$ cat config.mk
export PLATFORM = sky130hd
export DESIGN_NAME = timer_counter
export DESIGN_NICKNAME = d
export VERILOG_FILES = /design/src/rtl/timer_counter_pkg.sv /design/src/rtl/timer_counter.sv
export SDC_FILE = /design/constraint.sdc
export NUM_CORES = 1
export LEC_CHECK = 0
export ABC_AREA = 0
export BUFFER_PORTS_ARGS = -buffer_cell sky130_fd_sc_hd__buf_4
export CORE_AREA = 2 2 39 41
export CTS_CLUSTER_DIAMETER = 150
export DETAILED_ROUTE_END_ITERATION = 6
export DIE_AREA = 0 0 41 43
export SETUP_SLACK_MARGIN = 0.1
export SYNTH_ARGS = -nofsm -noshare
export SYNTH_HDL_FRONTEND = slang
export SYNTH_SLANG_ARGS = --single-unit
$ cat constraint.sdc
create_clock -name i_clk -period 1.4 [get_ports i_clk]
set_input_delay 0.28 -clock i_clk [delete_from_list [all_inputs] [get_ports i_clk]]
set_output_delay 0.28 -clock i_clk [all_outputs]
set_load 0.01 [all_outputs]
$ cat src/rtl/timer_counter_pkg.sv
// Shared helpers for the free-running timer counter: parameter legality check.
package timer_counter_pkg;

  function automatic bit params_ok(input int width, input int bits);
    return (width >= 1) && (bits >= 1) && (bits <= width);
  endfunction

endpackage

$ cat src/rtl/timer_counter.sv
// Free-running up-counter exposing its top BITS as a slow LED/strobe word,
// plus a one-cycle pulse while the counter sits at all-ones.
module timer_counter
  import timer_counter_pkg::*;
#(
  parameter int WIDTH = 5,
  parameter int BITS  = 3
) (
  input  logic            i_clk,
  input  logic            i_rst,
  output logic [BITS-1:0] o_data,
  output logic            o_wrap
);

  generate
    if (!params_ok(WIDTH, BITS)) begin : g_bad_params
      $error("timer_counter: illegal parameters WIDTH=%0d BITS=%0d (need 1 <= BITS <= WIDTH)",
             WIDTH, BITS);
    end
  endgenerate

  // Declaration initialiser gives a defined count even if reset never fires.
  logic [WIDTH-1:0] count_reg = '0;
  logic [WIDTH-1:0] count_next;

  always_comb begin
    count_next = count_reg + WIDTH'(1);
  end

  always_ff @(posedge i_clk) begin
    if (i_rst) begin
      count_reg <= '0;
    end else begin
      count_reg <= count_next;
    end
  end

  assign o_data = count_reg[WIDTH-1 -: BITS];
  assign o_wrap = &count_reg;

endmodule

==> impl_metrics.tcl <==
set metrics [dict create \
    yosysSeqAreaShare_pct 45.7 \
    cpPeakStageDelay_ns 0.33 \
    skew_ns 0.00665 \
    min_path_cells 2 \
    synth_xor_area_share_pct 4.00 \
    status "finished with violations" \
    final_net_count 35 \
    grt_use_total_pct 6.73 \
    synth.largest_area_cell "dfxtp_1" \
    crit_top_cell "ha_4" \
    gp_congestion 0.547 \
    dp_hpwl_um 226 \
    cts.sinks 5 \
    cts_inserted_buffers 3 \
    synthMuxAreaShare_pct 6.86 \
    antenna_found_initial 0 \
    syn_to_final_growth_pct 57.7 \
    synthesis.nets 24 \
    cp.arrival_ns 1.17 \
    initial_core_util_pct 15.8 \
    hold_ws_ns 0.226 \
    dieArea_um2 1760 \
    critPathKind "reg -> out" \
    powerDensity_nw_per_um2 1070 \
    grt_max_degree 7 \
    clockPowerShare_pct 46.9 \
    hold_violations 0 \
    clockBufferDepth 2 \
    syn_area_per_cell_um2 10.9 \
    grt_pass1_vias 148 \
    drt_iter0_markers 0 \
    wl_um 416 \
    cp_slowest_cell "dfxtp_2" \
    ys_ff_latch 5 \
    endpoint_kind "output pin" \
    power_leakage_nw 0.149 \
    wl_per_cell_um 9.04 \
    drv_slew 0 \
    via_count 163 \
    synth_top_family_by_area "simple AND/OR/NAND/NOR gates" \
    required_ns 1.12 \
    diodes 0 \
    vdd_drop_max_mv 0.422 \
    max_freq_mhz 691 \
    ant_nets 0 \
    violations "setup timing" \
    cp_max_fo 2 \
    internal_power_w 0.000283 \
    max_slew.worst_pin.slew_ns 0.172 \
    clkTransAtPathRegs_ns 0.05 \
    fin_crit_sh_pct 103 \
    r2r_slack_ns 0.32 \
    drive_above_1_share_pct 63.3 \
    yosys.area.top_type_share_pct 45.7 \
    maxSlewHeadroom_pct 88.5 \
    layout_setup_ws_ns -0.0477 \
    cts_tree "done" \
    cp-start-kind "flop" \
    min_to "count_reg[0]" \
    synth_adder_area_share_pct 11.4 \
    htree_num_levels 1 \
    reg2reg_depth 4 \
    setup_tns_ns -0.0477 \
    clkLatencyLatePin_ns 0.25 \
    swShare_pct 23.4 \
    yosysWarnings 0 \
    p_comb_share_pct 9.8 \
    r2r-end "count_reg[4]" \
    cts_root_buf "clkbuf_4" \
    largest_reg_flops 5 \
    hold_start "i_rst" \
    seq_power_share_pct 43.3 \
    synth_cells 20 \
    die_x_um 41 \
    dr.pass1.iters 1 \
    synth_top_cells_by_area "dfxtp_1 (46%), ha_1 (11%), buf_4 (10%)" \
    cts_hold_buffers 0 \
    rsz0062_at_grt "true" \
    grt_first_pass_wirelength_um 641 \
    synth_compound_area_share_pct 0 \
    drc 0 \
    die_y_um 43 \
    switching_power_w 0.0000865 \
    coreArea_um2 1380 \
    synth-simple-area-share_pct 21.7 \
    path_cells "ha_4, and3_4, ha_4, buf_6" \
    netlist_area_um2 219 \
    maxCapViolCount 0 \
    hp-class "in -> reg" \
    portBuffers 5 \
    setup_viol 1 \
    fin_crit_ns 1.45 \
    grt-ovfl-total 0 \
    num_io_pins 6 \
    worstReg2RegStart "count_reg[0]" \
    routed_via_density 3.54 \
    synth.distinct_cells 9 \
    placementRows 14 \
]
metrics by stage:
step           power (W)  cell area [µm²]  utilization [%]  std cells  setup slack, ns
4_1_cts         0.000375              338             24.4         45          -0.0467
5_1_grt         0.000396              345             25.0         46          -0.0908
6_report        0.000369              345             25.0         46          -0.0477
2_1_floorplan   0.000172              219                -         20            0.192
3_3_place_gp    0.000179              254             18.4         38           0.0713
3_5_place_dp    0.000179              254             18.4         38           0.0602
worst max path at each step:
| stage | from | end | slack [ns] | cells past startpoint |
|---|---|---|---|---|
| detailed placement | count_reg[0] | o_wrap | 0.06 | 4 |
| global route | count_reg[0] | o_wrap | -0.09 | 4 |
| floorplan | count_reg[0] | o_wrap | 0.19 | 3 |
| global placement | count_reg[0] | o_wrap | 0.07 | 4 |
| CTS | count_reg[0] | o_wrap | -0.05 | 4 |
| finish | count_reg[0] | o_wrap | -0.05 | 4 |
cell usage after synthesis, drive strengths merged:
library cell / number
nand3: 1
mux2: 1
ha: 2
and3: 1
xnor2: 1
nor2b: 3
dfxtp: 5
buf: 3
nor2: 3
per-layer routing:
layer	part of all wire, %	GRT usage, %	vias up
met5	0	0	-
met2	49	7.81	7
met3	9.4	7.85	2
li1	-	-	83
met4	1.9	6.00	0
met1	39	5.81	71
critical path, delay by kind of cell (launching register included):
family                     cells  cell delay (ns)
DFF                            1             0.33
adders and majority gates      2             0.30
and+or+nand+nor                1             0.18
buffers and inverters          1             0.11
what timing repair did:
item / 4_1_cts / 5_1_grt
resized for setup: 8 / 0
setup buffers: 3 / 1
setup endpoints to repair: 1 / 1
pin swaps: 1 / 1
kinds of logic (layout without fill, tap and decap cells):
kind of cell  after synthesis  after routing
buf+inv                     3             13
xor+xnor                    1              1
fa+ha+maj                   2              2
flops                       5              5
mux                         1              1
simple gates                8              8
power groups by stage:
stage / clock network (W) / logic (W) / registers [W]
2_1_floorplan: 0 / 0.0000142 / 0.000158
3_3_place_gp: 0 / 0.0000203 / 0.000159
3_5_place_dp: 0 / 0.0000200 / 0.000160
4_1_cts: 0.000184 / 0.0000325 / 0.000159
5_1_grt: 0.000195 / 0.0000401 / 0.000160
6_report: 0.000173 / 0.0000364 / 0.000160
layout by cell type, fill, tap and decap left out, drive strengths merged:
master	instances
nor2b	3
xnor2	1
dfxtp	5
nor2	3
ha	2
clkbuf	4
and3	1
nand3	1
buf	9
mux2	1
cell type report:
cell class              instances  area (µm²)
clock buffers                   4        26.3
repair buffers                  9        71.3
fillers                       158        1040
well taps                      16        20.0
flip-flops and latches          5         103
multi-input cells              12         125
(Power assumes the default switching activity.)
